`src/rtl/mc5_pwm_bridge.sv`:
```
// Motor-5 PWM sink: double-buffered signed duty driving one H-bridge with dead time.
// Optional period watchdog is built when MC5_PWM_WATCHDOG_EN is defined.
module mc5_pwm_bridge #(
  parameter int PERIOD      = 1000,
  parameter int DEADTIME    = 10,
  parameter int WDT_PERIODS = 1000
) (
  input  logic        clk,
  input  logic        reset,
  input  logic [15:0] pwm_data,
  input  logic        pwm_valid,
  output logic        pwm_ready,
  input  logic        fault,
  input  logic        brake,
  output logic        gate_ah,
  output logic        gate_al,
  output logic        gate_bh,
  output logic        gate_bl,
  output logic        wdt_timeout
);

  localparam int CW = (PERIOD > 1) ? $clog2(PERIOD) : 1;
  localparam logic [CW-1:0] CNT_LAST = CW'(PERIOD - 1);
  localparam logic [16:0] MAG_MAX = 17'(PERIOD);
  localparam logic [7:0] DT_LOAD = 8'(DEADTIME - 1);

  typedef enum logic [1:0] {OFF, HIGH, LOW, DEAD} leg_t;

  logic [CW-1:0] cnt;
  logic [15:0] active;
  logic [15:0] shadow;
  logic        pending;
  logic        wrap;
  logic        accept;
  logic        dir;
  logic        wdt_off;
  logic [16:0] ext;
  logic [16:0] absv;
  logic [16:0] mag;
  leg_t        lvl;
  leg_t        tgt [2];
  leg_t        state [2];
  leg_t        state_n [2];
  logic [7:0]  dt [2];
  logic [7:0]  dt_n [2];

  assign wrap = cnt == CNT_LAST;
  assign pwm_ready = !pending && !reset;
  assign accept = pwm_valid && pwm_ready;

  always_ff @(posedge clk) begin
    if (reset) begin
      cnt     <= '0;
      active  <= '0;
      shadow  <= '0;
      pending <= 1'b0;
    end else begin
      cnt <= wrap ? '0 : cnt + CW'(1);
      if (wrap && pending) begin
        active  <= shadow;
        pending <= 1'b0;
      end else if (accept && wrap) begin
        active <= pwm_data;
      end else if (accept) begin
        shadow  <= pwm_data;
        pending <= 1'b1;
      end
    end
  end

  // 17-bit magnitude so that -32768 maps to +32768
  assign dir  = active[15];
  assign ext  = {active[15], active};
  assign absv = dir ? 17'd0 - ext : ext;
  assign mag  = (absv > MAG_MAX) ? MAG_MAX : absv;

  always_comb begin
    lvl = (17'(cnt) < mag) ? HIGH : LOW;
    tgt[0] = dir ? LOW : lvl;
    tgt[1] = dir ? lvl : LOW;
    if (fault) begin
      tgt[0] = OFF;
      tgt[1] = OFF;
    end else if (brake) begin
      tgt[0] = LOW;
      tgt[1] = LOW;
    end else if (wdt_off) begin
      tgt[0] = OFF;
      tgt[1] = OFF;
    end
  end

  always_comb begin
    for (int i = 0; i < 2; i++) begin
      state_n[i] = state[i];
      dt_n[i]    = dt[i];
      if (tgt[i] == OFF) begin
        state_n[i] = OFF;
      end else begin
        unique case (state[i])
          OFF, HIGH, LOW: begin
            if (tgt[i] != state[i]) begin
              state_n[i] = DEAD;
              dt_n[i]    = DT_LOAD;
            end
          end
          DEAD: begin
            if (dt[i] == 8'd0) state_n[i] = tgt[i];
            else dt_n[i] = dt[i] - 8'd1;
          end
          default: state_n[i] = OFF;
        endcase
      end
    end
  end

  always_ff @(posedge clk) begin
    if (reset) begin
      state[0] <= OFF;
      state[1] <= OFF;
      dt[0]    <= '0;
      dt[1]    <= '0;
      gate_ah  <= 1'b0;
      gate_al  <= 1'b0;
      gate_bh  <= 1'b0;
      gate_bl  <= 1'b0;
    end else begin
      state   <= state_n;
      dt      <= dt_n;
      gate_ah <= state_n[0] == HIGH;
      gate_al <= state_n[0] == LOW;
      gate_bh <= state_n[1] == HIGH;
      gate_bl <= state_n[1] == LOW;
    end
  end

`ifdef MC5_PWM_WATCHDOG_EN
  localparam int WW = $clog2(WDT_PERIODS + 1);
  localparam logic [WW-1:0] WDT_LAST = WW'(WDT_PERIODS - 1);

  logic [WW-1:0] per_cnt;
  logic          wdt;

  // wdt_off outlives wdt so drive only resumes from the next wrap
  always_ff @(posedge clk) begin
    if (reset) begin
      per_cnt <= '0;
      wdt     <= 1'b0;
      wdt_off <= 1'b0;
    end else if (accept) begin
      per_cnt <= '0;
      wdt     <= 1'b0;
      if (wrap) wdt_off <= 1'b0;
    end else if (wrap && !wdt) begin
      per_cnt <= per_cnt + WW'(1);
      wdt     <= per_cnt == WDT_LAST;
      wdt_off <= per_cnt == WDT_LAST;
    end
  end

  assign wdt_timeout = wdt;
`else
  assign wdt_off     = 1'b0;
  assign wdt_timeout = 1'b0;
`endif

  a_leg_a: assert property (@(posedge clk) !(gate_ah && gate_al));
  a_leg_b: assert property (@(posedge clk) !(gate_bh && gate_bl));

endmodule

```
`config.mk`:
```
export PLATFORM = sky130hd
export DESIGN_NAME = mc5_pwm_bridge
export DESIGN_NICKNAME = d
export VERILOG_FILES = /design/src/rtl/mc5_pwm_bridge.sv
export SDC_FILE = /design/constraint.sdc
export NUM_CORES = 1
export LEC_CHECK = 0
export ABC_CLOCK_PERIOD_IN_PS = 4300
export BUFFER_PORTS_ARGS = -buffer_cell sky130_fd_sc_hd__buf_2
export CAP_MARGIN = 10
export CORE_ASPECT_RATIO = 1.75
export CORE_MARGIN = 5
export CORE_UTILIZATION = 35
export CTS_BUF_LIST = sky130_fd_sc_hd__clkbuf_4 sky130_fd_sc_hd__clkbuf_8
export DETAILED_ROUTE_END_ITERATION = 8
export PLACE_DENSITY = 0.49
export SETUP_SLACK_MARGIN = 0.5
export SLEW_MARGIN = 10
export SYNTH_ARGS = -nofsm -noshare
export SYNTH_HDL_FRONTEND = slang
export SYNTH_SLANG_ARGS = --single-unit
```
`constraint.sdc`:
```
create_clock -name clk -period 4.3 [get_ports clk]
set_input_delay 0.43 -clock clk [delete_from_list [all_inputs] [get_ports clk]]
set_output_delay 0.43 -clock clk [all_outputs]
set_load 0.005 [all_outputs]
```
[Yosys cells after proc, flatten, opt, wreduce, memory -nomap -nowiden]
Cells that the tools add are included.
Storage, ports and cells
  register bits after elaboration: 67
  word-level logic and storage cells: 83
  output and inout port bits: 6
  input port bits: 21
Cells by class
  muxes and demuxes: 23
  eq/ne operators: 17
  magnitude comparators: 2
  reductions and logical operators: 21
  bitwise logic cells: 4
  add/subtract/negate cells: 4
Operators by type and width (number)
  $mux W17: 2
  $mux W16: 2
  $mux W8: 4
  $pmux W8 S2: 2
  $mux W2: 9
  $gt A17 B10 Y1 const B: 1
  $lt A10 B17 Y1: 1
  $sub A1 B16 Y17 const A: 1
  $logic_not A8 Y1: 2
  $sub A8 B1 Y8 const B: 2
  $eq A2 B2 Y1 const B: 6
  $add A10 B1 Y10 const B: 1
  $eq A10 B10 Y1 const B: 1
  $reduce_and A3 Y1: 3
  $eq A2 B1 Y1 const B: 4
  $logic_not A2 Y1: 4
  $mux W4: 2
  $ne A2 B2 Y1 const B: 4
  $pmux W2 S2: 2
  $reduce_or A3 Y1: 2
  $logic_and A1 B1 Y1: 4
  $ne A2 B2 Y1: 2
  $not A1 Y1: 4
  $reduce_or A2 Y1: 2
  other kinds (3): 4

[Depth between registers and ports, before layout]
Gate-level depths: netlist of the first run.
  depth in word-level cells: 14
  depth in mapped cells: 19
  depth with buffers taken out: 18

[Least setup slack after synthesis of the first run]
Ideal clock, no wire load.
  path type: flip-flop to flip-flop
  from: register active[0]
  to: register dt[15] (netlist name)
  data arrival time: 4.662 ns
  setup time: 0.066 ns
  slack: -0.428 ns
  required time: 4.234 ns
  clock period less this slack: 4.728 ns
  stages on the path, launching flop included: 19
  path buffers: 2
  cells stage by stage: dfxtp_1 -> buf_6 -> or4_4 -> buf_6 -> or3_1 -> a211oi_2 -> o311ai_2 -> nor2_1 -> nor2_1 -> nand2_1 -> ha_1 -> a21o_1 -> a21o_1 -> a211o_1 -> a2111oi_0 -> o211a_4 -> nor3_1 -> or3b_1 -> a21oi_2
On the way
  word-level cells in the longest chain between the ends: 12
  elaborated cells between the ends (all ways): 14
  those cells by class: add/sub: 1; order compare: 2; eq/ne: 2; mux: 6; bitwise: 1; reduce/logical: 2
RTL lines
  start: declaration: line 30  | logic [15:0] active;
  start signal: assignment: line 60  | active <= shadow;
  start signal: assignment: line 63  | active <= pwm_data;
  $sub A1 B16 Y17: line 74  | assign absv = dir ? 17'd0 - ext : ext;
  $mux W17 (*): line 74
  $gt A17 B10 Y1: line 75  | assign mag = (absv > MAG_MAX) ? MAG_MAX : absv;
  $mux W17 (*): line 75
  $lt A10 B17 Y1 (*): line 78  | lvl = (17'(cnt) < mag) ? HIGH : LOW;
  $mux W2 (*): line 78
  $mux W2 (*): line 79  | tgt[0] = dir ? LOW : lvl;
  $mux W4 (*): line 84  | end else if (brake) begin
  $mux W4 (*): line 81  | if (fault) begin
  $ne A2 B2 Y1 or $logic_not A2 Y1 (tied branches): line 102, 97
  $ne A2 B2 Y1 (no line) or $not A1 Y1 (tied branches)
  $reduce_and A3 Y1 (no line) (*)
  end signal: assignment: line 129  | dt <= dt_n;
  end: declaration: line 44  | logic [7:0] dt [2];
Mark *: on every way between the ends. The rest lies on a longest branch, timed or not.
A chain may end at the register's enable or synchronous reset.

[Worst setup path after layout of the first run]
  from: register active[2]
  to: register dt[8] (netlist name)
Same word-level chain as after synthesis.

==> results of run 1 <==
==> cells by family after synthesis <==
family	after synthesis
and+or+nand+nor	183
AOI/OAI and AO/OA	115
DFF	67
buffers and inverters	49
muxes	28
xor gates and xnor gates	17
adders and majority gates	13
other	1
==> worst max-delay path: cells and delay by family (launching register included) <==
kind            cells  cell delay [ps]
buf+inv             2              320
simple gates        6             1340
flops               1              320
compound gates      9             1910
fa+ha+maj           1              200
==> metal layers <==
metal,part of all wire (%),track usage [%]
met5,0,0
met4,2.6,7.750
met3,2.8,2.833
met2,55,29.62
met1,39,15.41
==> path summary, 6_finish.rpt <==
check | end | slack, ps | cells past startpoint
setup / recovery | dt[8] | 100 | 18
hold / removal | pending | 310 | 3
setup reg to reg | dt[8] | 100 | 18
hold reg to reg | shadow[13] | 500 | 2
==> placed cells by master (no fill, tap or decap), types with 19 or more instances in the layout <==
master,Yosys,routed
inv_1,24,21
nand2_1,26,25
mux2i_1,28,28
nor2_1,70,67
buf_2,1,25
a21oi_1,24,19
dfxtp_1,67,65
buf_4,1,32
nor3_1,26,19
==> through the flow <==
step	setup WS [ps]	std cells
after floorplan	42.05	473
after global placement	-16.19	632
after detailed placement	-108.3	632
after CTS	-18.01	651
after global routing	-73.46	658
final	96.56	658
==> report_power, final <==
| part | switching, uW | internal, uW |
|---|---|---|
| sequential | 29.9 | 646 |
| combinational | 120 | 83.9 |
| clock | 246 | 364 |
| total | 396 | 1090 |
==> final cells by class <==
class                      count  area share, %
clock buffer                  12          3.123
clock inverter                 4          1.426
tap                          132          3.246
timing repair buffer          61          8.581
multi-input combinational    357          55.37
inverter                      25          1.844
sequential                    67          26.41
==> flip-flops by register name (all words and copies together) (netlist names) <==
signal	cells
active	16
dt	16
shadow	16
cnt	10
state	4
gate_ah	1
gate_al	1
gate_bh	1
gate_bl	1
pending	1
==> what timing repair did <==
| item | 4_1_cts | 5_1_grt |
|---|---|---|
| endpoints found under the setup margin | 24 | 24 |
| buffers inserted | 3 | 7 |
| pin swaps | 17 | 17 |
| gates resized for setup | 26 | 22 |
| gates cloned | 0 | 0 |
==> impl_results.md, run 1 <==
- Status: completed
- Die ar.: 0.01372 mm2
- Io pins: 27
- Max incr delay on CP: 590 ps
- Number of global-route vias before repair: approximately 3800
- Overall Power: ~1500 uW
- Largest family of logic cells by synthesized area: compound AO/OA/AOI/OAI gates
- Final setup fails: 0
- Post-route design area: 0.005089 mm2
- Initial Util: 35.73%
- Yosys top cell by area: dfxtp_1
- RSZ-0062 raised after global routing: yes
- FF-to-FF Start: active[2]
- Worst slew margin: 28.48%
- Hold Worst Slack: 310.4 ps
- Area contributors post-synth: dfxtp_1 (34%), mux2i_1 (7.0%), nor2_1 (6.6%)
- Max VDD drop: 0.2407 mV
- CP Cell Sequence: or4_4, or3_4, a211oi_4, o311ai_4, nor2_4, nor2_2, nand2_2, ha_4, a21o_1, a21o_1, a211o_4, a2111oi_4, buf_4, o211ai_4, a21oi_4, buf_12, nor3_4, o21a_1
- Synth Area in Compound Gates: a little under a quarter
- CTS tree: yes
- DR DRC count: 0
- RePlAce Congestion: 0.8600
- Hold Vio Cnt, Final: 0
- Die Wd: a little over 90 um
- Antenna violations before repair: 0
- Startpoint Class: flip-flop
- Synth async-reset ratio: 0%
- Synthesis-to-finish area growth: 27.53%
- Placed Area: 0.004493 mm2
- WS Path Type: flip-flop to flip-flop
- Synth Instances: between 400 and 500
- Max Slew Vio Count: 0
- CTS sink count: 67
- Multi-input logic area: approximately 0.0028 mm2
- Worst hold path startpoint: pwm_valid
- Die height: 151.2 um
- First-pass GRT wire length: roughly 17000 um
- Mapped Avg Cell Area: roughly 8.4 um2
- Class of the worst hold path: primary input to flip-flop
- Synthesized flop and latch total: 67
- Largest net degree at the start of global routing: 52
- EDFF count, synth: 0
- Nets: 555
- Fillers: ~1100
- Power Density: 292.7 mW/mm2
- Crit end category: flip-flop
- WP data required: 4550 ps
- Min Tclk post-route: 4203 ps
- Area share of fa/ha/maj cells after synthesis: around 4.1%
- Total CTS buffers: 9
- Commonest cells in the netlist: nor2_1 (70), dfxtp_1 (67), mux2i_1 (28)
- Yosys warning total: 0
- Post-synth top area share: approximately 34%
- CTS Hold Bufs: 0
- Initial drt markers: 82
- Wire length per cell: 15.79 um
- Syn nets: 507
- Layout cells sized above 1: 29.09%
- Max Cap Viol: 0
- Setup TNS: 0 ps
- Worst-Skew Late Latency: between 300 and 400 ps
- Post-synthesis simple-gate area fraction: 22.92%
- GRT Total Usage: about 15%
- # diodes: 0
- Critical path startpoint: active[2]
- Final HPWL DP: 7755 um
- Clock tree buffer depth: 2
- FF/Latch Area: around 0.0013 mm2
- Sequential fraction of the synthesis area: between 30 and 40%
- Unique masters post-synth: 62
- WP data arrival: 4450 ps
- Clock root buffer master: clkbuf_8
- Worst Path Max Fanout: 6
- Max frequency: 237.9 MHz
- Area of the mapped netlist: roughly 0.004 mm2
- Least-Margin Pin Slew: around 1100 ps
- GRT overflow: 0
- Antenna viol nets, final: 0
- DR pass1 iterations: 4
- Highest-delay cell along the critical path: or4_4
- Clock transition at path regs: ~70 ps
- Vias: 3663
- Most common flop cell mapped by yosys: dfxtp_1
- Cell mode on critical path: a21o_1
- Tcrit/Tclk final: 97.75%
- Vias/cell: 5.567
- Leakage: 0.001905 uW
- Count leader, synth: nor2_1
- Worst-case clock skew: 15.92 ps
- Number of core rows: slightly above 50
- Layout Utilization: between 40% and 50%
- Final wirelength: 10390 um
- Mux cell area share after synthesis: under 10%
- Fraction of synthesized cell area in xor and xnor cells: 3.732%
- # port buffers: 25
- Core Region: about 0.011 mm2
- Htree depth: 3
(Power assumes the default switching activity.)
==> run 2: changes to the inputs <==
--- a/config.mk
+++ b/config.mk
@@ -8,7 +8,7 @@
 export ABC_CLOCK_PERIOD_IN_PS = 4300
 export BUFFER_PORTS_ARGS = -buffer_cell sky130_fd_sc_hd__buf_2
 export CAP_MARGIN = 10
-export CORE_ASPECT_RATIO = 1.75
+export CORE_ASPECT_RATIO = 0.9
 export CORE_MARGIN = 5
 export CORE_UTILIZATION = 35
 export CTS_BUF_LIST = sky130_fd_sc_hd__clkbuf_4 sky130_fd_sc_hd__clkbuf_8
==> run 2 against run 1 <==
Worst setup slack worse by 21 ps; critical path type unchanged; global-route usage increased by 0.70 points; power rose by 0.37%; hold slack lost 21 ps; maximum frequency decreased by 0.50%; register-to-register slack got worse by 20 ps; sequential cell count is the same; cell count rose by 5.5%; die area down 0.59%; highest routed layer unchanged; critical path depth rose by 1.
==> impl_results.md, run 2 (synthesis gave the netlist of run 1 again) <==
- M1 WL: 5050 um (+23%)
- Max Cap Viol: 0 (unchanged)
- Status: completed
- GRT Total Usage: 16.05% (+0.70 points)
- Min Tclk post-route: 4225 ps (+21.15 ps)
- Number of global-route vias before repair: 3607 (-3.8%)
- Vias: 3654 (-0.25%)
- Max frequency: 236.7 MHz (-0.50%)
- Final wirelength: 10380 um (about the same)
- Synthesis-to-finish area growth: 32.83%
- FF-to-FF setup slack: 80 ps (-20 ps)
- Worst-case clock skew: 11.40 ps (-4.522 ps)
- CTS sink count: 67 (unchanged)
- Hold Vio Cnt, Final: 0 (unchanged)
- Antenna viol nets, final: 0 (unchanged)
- Met2 wire len: 4889 um (-15%)
- Placed Area: 0.004518 mm2 (+0.56%)
- RePlAce Congestion: 0.8035 (-6.6%)
- Startpoint Class: flip-flop
- DR DRC count: 0 (unchanged)
- Total CTS buffers: 9 (unchanged)
- # port buffers: 25 (unchanged)
- Clock transition at path regs: 80 ps (about the same)
- FF-to-FF Start: active[1]
- Die Wd: 122.5 um (+35%)
- WP data required: 4600 ps (+50 ps)
- CP endpoint: dt[5]
- DR pass1 iterations: 4 (unchanged)
- Leakage: 0.001944 uW (+2.0%)
- Power Density: 282.1 mW/mm2 (-3.6%)
- GRT overflow: 0 (unchanged)
- Final setup fails: 0 (unchanged)
- Layout Utilization: 46.92% (+1.4 points)
- CTS tree: yes
- Vias/cell: 5.265 (-5.4%)
- Worst slew margin: 28.35% (-0.12 points)
- RSZ-0062 raised after global routing: yes
- Largest net degree at the start of global routing: 51 (-1.9%)
- Critical R2R Capture: dt[5]
- Max VDD drop: 0.2200 mV (-8.6%)
- Wire length per cell: 14.96 um (-5.3%)
- Largest regs: active: 16 flops, dt: 16 flops, shadow: 16 flops
- Initial Util: 35.32% (-0.41 points)
- Top sig layer: met4
- Critical path startpoint: active[1]
- Antenna violations before repair: 0 (unchanged)
- # diodes: 0 (unchanged)
- Most frequent cells in the layout: nor2_1 (64), dfxtp_1 (64), buf_4 (35)
- Htree depth: 3 (unchanged)
- First-pass GRT wire length: 17580 um (+1.5%)
- Max Slew Vio Count: 0 (unchanged)
- Detail Route met3 WL: 332 um (+15%)
- WP data arrival: 4520 ps (+70 ps)
- Overall Power: 1495 uW (+0.37%)
- Layout cells sized above 1: 32.16% (+3.1 points)
- Nets: 567 (+2.2%)
- Worst Path Max Fanout: 6 (unchanged)
- Post-route design area: 0.005300 mm2 (+4.2%)
- Io pins: 27 (unchanged)
- Crit end category: flip-flop
- Worst-Skew Late Latency: 370 ps (about the same)
- Core Region: 0.01130 mm2 (+1.2%)
- Clock root buffer master: clkbuf_8
- Class of the worst hold path: primary input to flip-flop
- Fin cells: 694 (+5.5%)
- Die height: 111.3 um (-26%)
- WS Path Type: flip-flop to flip-flop
- FF-to-FF path depth: 19 (+1)
- Number of core rows: 37 (-27%)
- Tcrit/Tclk final: 98.25% (+0.49 points)
- DP Cell Count: 657 (+4.0%)
- Clock tree buffer depth: 2 (unchanged)
- Final HPWL DP: 7320 um (-5.6%)
- Least-Margin Pin Slew: 1074 ps (+1.873 ps)
- Initial drt markers: 274 (+230%)
- Die ar.: 0.01364 mm2 (-0.59%)
-- run 2: cell count changes in the layout (fill, tap and decap cells not counted), sizes merged --
cell and delta:
buf +12, clkinv +1, clkinvlp +1, clkbuf -2
-- run 2: worst min-delay path by stage --
stage                      start          to  slack, ps  depth (start not counted)
floorplan                 dt[13]      dt[13]        460                          2
global placement       shadow[4]   shadow[4]        470                          2
finish                 pwm_valid     pending        290                          3
CTS                    pwm_valid     pending        270                          3
global route        pwm_data[15]  shadow[15]        290                          3
detailed placement    shadow[13]  shadow[13]        490                          2
-- run 2: stage by stage --
| stage | hold WS, ps | TNS, ps | setup WS, ps |
|---|---|---|---|
| after floorplan | 460.6 | 0 | 42.05 |
| after global placement | 473.7 | -714.8 | -72.22 |
| after global routing | 293.5 | -1091 | -124.5 |
| after detailed placement | 485.6 | -1842 | -141.2 |
| final | 289.6 | 0 | 75.41 |
| after CTS | 271.6 | -6.788 | -6.788 |
-- run 2: layout make-up --
cell class,count,area (um2)
inverter,25,93.84
clock buffer,10,137.6
fill,1119,5996
tap,156,195.2
multi-input combinational,357,2888
sequential,67,1345
timing repair buffer,73,551.8
clock inverter,6,88.84
-- run 2: where the power goes --
group	leakage [uW]	internal (uW)	switching (uW)
registers	0.000547	646	28.1
logic	0.00129	92.5	126
clock network	0.000108	342	261
total	0.00194	1080	415
-- run 2: routing by layer --
metal	GRT usage [%]	up-vias
li1	-	1844
met1	22.13	1752
met2	24.10	49
met3	4.745	9
met4	4.776	0
met5	0	-
-- run 2: worst max-delay path: stages, from the launching register on --
cell	delay, ps
dfxtp_2	330
or4_4	560
buf_12	150
o41ai_4	240
xnor2_2	190
o311ai_4	170
nor2_4	250
nor2_4	70
nand2_2	80
ha_4	200
a21o_1	150
a21o_1	160
a211o_4	350
a2111oi_4	340
buf_4	180
o211ai_4	110
a21oi_4	250
buf_6	140
o41ai_2	60
a21oi_1	160
-- run 2: what timing repair did --
action | 4_1_cts | 5_1_grt
cloned | 0 | 0
pin swaps | 30 | 29
hold buffers | 0 | 0
resized for setup | 42 | 31
setup buffers | 15 | 6
setup endpoints to repair | 24 | 24
hold endpoints to repair | 0 | 0
